==> config.mk <==
export PLATFORM = sky130hd
export DESIGN_NAME = fifo_flex
export DESIGN_NICKNAME = d
export VERILOG_FILES = /design/src/rtl/fifo_flex_pkg.sv /design/src/rtl/fifo_flex_ram.sv /design/src/rtl/fifo_flex.sv
export SDC_FILE = /design/constraint.sdc
export NUM_CORES = 1
export LEC_CHECK = 0
export ABC_AREA = 1
export CORE_MARGIN = 2
export CORE_UTILIZATION = 55
export CTS_CLUSTER_SIZE = 20
export DETAILED_ROUTE_END_ITERATION = 10
export MAX_ROUTING_LAYER = met4
export PLACE_DENSITY = 0.8
export SYNTH_ARGS = -nofsm -noshare
export SYNTH_HDL_FRONTEND = slang
export SYNTH_HIERARCHICAL = 1
export SYNTH_SLANG_ARGS = --single-unit
==> constraint.sdc <==
create_clock -name clk -period 6.3 [get_ports clk]
set_input_delay 1.26 -clock clk [delete_from_list [all_inputs] [get_ports clk]]
set_output_delay 1.26 -clock clk [all_outputs]
set_load 0.01 [all_outputs]
==> src/rtl/fifo_flex_pkg.sv <==
// Shared definitions for the fifo_flex block: active-low flag levels and the
// ceil-log2 helper used to size pointers and the level output.
package fifo_flex_pkg;

  localparam logic N_T = 1'b0;
  localparam logic N_F = 1'b1;

  function automatic int clog2(input int value);
    int result;
    result = 0;
    while ((1 << result) < value) result++;
    return result;
  endfunction

endpackage

==> src/rtl/fifo_flex_ram.sv <==
// Simple dual-port DEPTH x WIDTH storage. Writes are synchronous; the read
// port is combinational for FWFT mode and registered otherwise.
module fifo_flex_ram
  import fifo_flex_pkg::*;
#(
  parameter int WIDTH = 8,
  parameter int DEPTH = 16,
  parameter int FWFT  = 0,
  localparam int IW   = clog2(DEPTH)
) (
  input  logic             clk,
  input  logic             rst,
  input  logic             we,
  input  logic [IW-1:0]    waddr,
  input  logic [WIDTH-1:0] wdata,
  input  logic             re,
  input  logic [IW-1:0]    raddr,
  output logic [WIDTH-1:0] rdata
);

  logic [WIDTH-1:0] mem [DEPTH];

  // NOTE: the array has no reset; its contents are don't-care until written,
  // and leaving it unreset lets it map onto plain RAM.
  always_ff @(posedge clk) begin
    if (we) mem[waddr] <= wdata;
  end

  generate
    if (FWFT != 0) begin : g_fwft
      logic unused_rst;
      assign unused_rst = rst;
      // re acts as an output-valid gate here so an empty FIFO reads as zero.
      assign rdata = re ? mem[raddr] : '0;
    end else begin : g_reg
      // Same-cycle write to raddr returns the old word, which is what the
      // read-and-write-at-full case expects.
      always_ff @(posedge clk) begin
        if (rst)     rdata <= '0;
        else if (re) rdata <= mem[raddr];
      end
    end
  endgenerate

endmodule

==> src/rtl/fifo_flex.sv <==
// Parametrised single-clock FIFO with optional first-word-fall-through,
// programmable almost-full/almost-empty levels and sticky error flags.
module fifo_flex
  import fifo_flex_pkg::*;
#(
  parameter int WIDTH     = 8,
  parameter int DEPTH     = 16,
  parameter int FWFT      = 0,
  parameter int AFULL_TH  = DEPTH - 2,
  parameter int AEMPTY_TH = 1,
  localparam int AW       = clog2(DEPTH) + 1
) (
  input  logic             clk,
  input  logic             rst,
  input  logic [WIDTH-1:0] port_in,
  input  logic             n_wr,
  output logic [WIDTH-1:0] port_out,
  input  logic             n_rd,
  output logic             n_empty,
  output logic             n_full,
  output logic             n_afull,
  output logic             n_aempty,
  output logic [AW-1:0]    level,
  input  logic             err_clr,
  output logic             ovf,
  output logic             udf
);

  logic [AW-1:0] rp, wp;
  logic          empty, full;
  logic          rd_acc, wr_acc;

  // Flags derive only from the registered pointers, never from the strobes.
  assign level = wp - rp;
  assign empty = (wp == rp);
  assign full  = (wp[AW-1] != rp[AW-1]) && (wp[AW-2:0] == rp[AW-2:0]);

  assign n_empty  = empty ? N_T : N_F;
  assign n_full   = full  ? N_T : N_F;
  assign n_afull  = (level >= AW'(AFULL_TH))  ? N_T : N_F;
  assign n_aempty = (level <= AW'(AEMPTY_TH)) ? N_T : N_F;

  // A write into a full FIFO is allowed only when a read frees the slot.
  assign rd_acc = ~n_rd & ~empty;
  assign wr_acc = ~n_wr & (~full | rd_acc);

  // NOTE: all sequential state uses non-blocking assignments so every
  // register samples the pre-edge values of the others.
  always_ff @(posedge clk) begin
    if (rst) begin
      rp  <= '0;
      wp  <= '0;
      ovf <= 1'b0;
      udf <= 1'b0;
    end else begin
      if (rd_acc) rp <= rp + AW'(1);
      if (wr_acc) wp <= wp + AW'(1);
      // A fresh error outranks a simultaneous clear.
      ovf <= (~n_wr & ~wr_acc) | (ovf & ~err_clr);
      udf <= (~n_rd & ~rd_acc) | (udf & ~err_clr);
    end
  end

  fifo_flex_ram #(
    .WIDTH (WIDTH),
    .DEPTH (DEPTH),
    .FWFT  (FWFT)
  ) u_ram (
    .clk   (clk),
    .rst   (rst),
    .we    (wr_acc),
    .waddr (wp[AW-2:0]),
    .wdata (port_in),
    .re    ((FWFT != 0) ? ~empty : rd_acc),
    .raddr (rp[AW-2:0]),
    .rdata (port_out)
  );

endmodule

==> reports/results.tsv <==
metric	value	unit
clk_pin_slew	60	ps
powerDensity	345.4	mW/mm^2
cts_max_level	4	
drc	0	
r2r-end	u_ram/mem[8][6]	
numClockSinks	148	
crit_fanout	21	
cts_tree	done	
fp.coreArea	0.01142	mm^2
setup_viol	0	
hold_class	reg2reg	
irDropWorstVdd	0.1755	mV
synth_nets	632	
slowest_delay	800	ps
vias_per_cell	5.747	
path_cells	buf_4 > fa_1 > nand3b_1 > nand2_1 > xor2_1 > nand2_1 > inv_1 > clkdlybuf4s50_1	
hold_buffers	0	
first_pass_iters	7	
cts-resized-gates	0	
final.period_utilization	67.01	%
mostFrequentLayoutCells	203 x nand2_1, 128 x edfxtp_1, 116 x nand3_1	
fin_setup_tns	0	ps
die_w	112.3	um
min_to	udf	
max_freq	236.9	MHz
fin_cells	792	
gp_congestion	0.7932	
io_buffers	31	
synth_top_cell_by_area	edfxtp_1	
synthToLayoutAreaGrowth	13.94	%
utilization	64.32	%
min_path_cells	2	
rsz0062_at_grt	false	
total_power	2536	uW
status	finished clean	
crit_type	reg2out	
drive_above_1_share	6.934	%
cts_made_buffers	17	
route.antenna.remaining_nets	0	
hold_path.startpoint	udf	
power.switching	641.9	uW
first_global_vias	4455	
tightest_slew	1082	ps
synth_warnings	6	
r2r-start	rp[1]	
postSynthAreaPerCell	10.53	um^2
antenna_found_initial	0	
r2r_slack	2870	ps
critical_path_arrival	2960	ps
drt-total-wl	13.73	mm
synth_cells	612	
p_leak	0.002787	uW
cp.required	5040	ps
nets	656	
grt_pass1_wl	22.49	mm
drv_cap	0	
clockPowerShare	40.0	%
pin_count	32	
yosysUniqueCellTypes	25	
root_buffer	clkbuf_16	
crit_path_end_kind	output pin	
fill_cells	876	
netlist_area	0.006446	mm^2
synth.yosys.seq_area_share	65.84	%
antenna_cells	0	
vias	4552	
die_y	112.3	um
dp_hpwl	8.503	mm
internal_power	1895	uW
skew	9.583	ps
min_period	4221	ps
path_buf_inv	3	
ys_ff_latch	148	
hold_violations	0	
num_rows	39	
dieArea	0.01260	mm^2
grtUsageTotal	23.83	%
yosysTopAreaCellShare	59.63	%
start_util	56.45	%
grt_max_degree	70	
slew_viol_final	0	
post_drt_wl_per_cell	17.33	um
crit_family	buffers and inverters	
switching_share	25.31	%
reg2regPathDepth	10	
clock_path_buffers	2	
startpoint_type	flip-flop	
clk_latency	410	ps
p_seq_share	43.8	%
crit_slowest_cell	dfxtp_1	
yosys-top-cells-area	edfxtp_1 60%, nand2_1 12%, nand3_1 9.0%	
post_cts_buffers	0	
comb_power_share	16.3	%
mostFrequentLayoutCell	nand2_1	
placed_cells	760	
slew_headroom	27.74	%
grt-ovfl-total	0	
crit_path_frequent_cell	nand2_1	
drt-initial-drc-count	550	
sequential cells by signal (all words and copies together), names as in the netlist:
signal and cells:
u_ram/mem 128, u_ram/rdata 8, rp 5, wp 5, ovf 1, udf 1
worst min-delay path: cells and delay by family (launching register included):
kind	cells	cell delay [ps]
AO/OA/AOI/OAI	1	60
flip-flops	1	310
AND/OR/NAND/NOR	1	70
cell families (layout without fill, tap and decap cells):
logic type / after synthesis / count (layout) / synth area share [%]
simple gates: 379 / 379 / 25.78
compound gates: 11 / 11 / 0.8540
buf+inv: 61 / 98 / 5.241
flops: 148 / 148 / 65.84
fa+ha+maj: 7 / 7 / 1.475
xor+xnor: 6 / 6 / 0.8152
worst max path at each step:
| stage | cells past startpoint | slack, ps | from | endpoint |
|---|---|---|---|---|
| 6_report | 8 | 2080 | rp[1] | n_afull |
| 5_1_grt | 8 | 1880 | rp[1] | n_afull |
| 2_1_floorplan | 8 | 3310 | wp[0] | n_afull |
| 3_5_place_dp | 8 | 2480 | rp[1] | n_afull |
| 3_3_place_gp | 10 | 2580 | rp[1] | n_afull |
| 4_1_cts | 8 | 2050 | rp[1] | n_afull |
layer usage:
| metal | wire length [um] | track usage, % |
|---|---|---|
| met1 | 5354 | 29.73 |
| met2 | 6941 | 38.84 |
| met3 | 1186 | 4.644 |
| met4 | 245 | 9.431 |
| met5 | 0 | - |
metrics by stage:
step	cell area [um^2]	setup WS (ps)	hold slack, ps
floorplan	6446	3311	469.8
global placement	6740	2579	455.7
detailed placement	6740	2483	483.3
CTS	7345	2048	490.4
global route	7345	1879	494.7
finish	7345	2079	490.1
synth_stat cells:
library cell    n
buf_4           5
fa_1            1
nor2_8          1
edfxtp_1      128
nand2_4         3
buf_6          10
clkbuf_1        1
nor2_1         42
inv_1          29
inv_2           3
nand3_4         1
nand3b_1        7
nand4_1         3
buf_2          10
xnor2_1         1
ha_1            6
a21oi_1        10
nand2_2         3
xor2_1          5
nand2_1       203
nand3_1       116
o21ai_1         1
buf_1           2
inv_4           1
dfxtp_1        20
layout make-up:
type	instances	area (um^2)	area share, %
clock inverters	10	130.1	1.772
repair buffers	33	325.3	4.429
inverters	33	126.4	1.721
multi-input cells	403	1864	25.38
well taps	143	178.9	2.436
clock buffers	22	474.2	6.457
flip-flops and latches	148	4245	57.80
power groups by stage:
stage          clock network [uW]  logic, uW  registers, uW
2_1_floorplan                   0        286           1130
3_3_place_gp                    0        393           1130
3_5_place_dp                    0        407           1130
4_1_cts                      1020        412           1110
5_1_grt                      1060        459           1110
6_report                     1010        412           1110
Power figures use the tool's default switching activity.
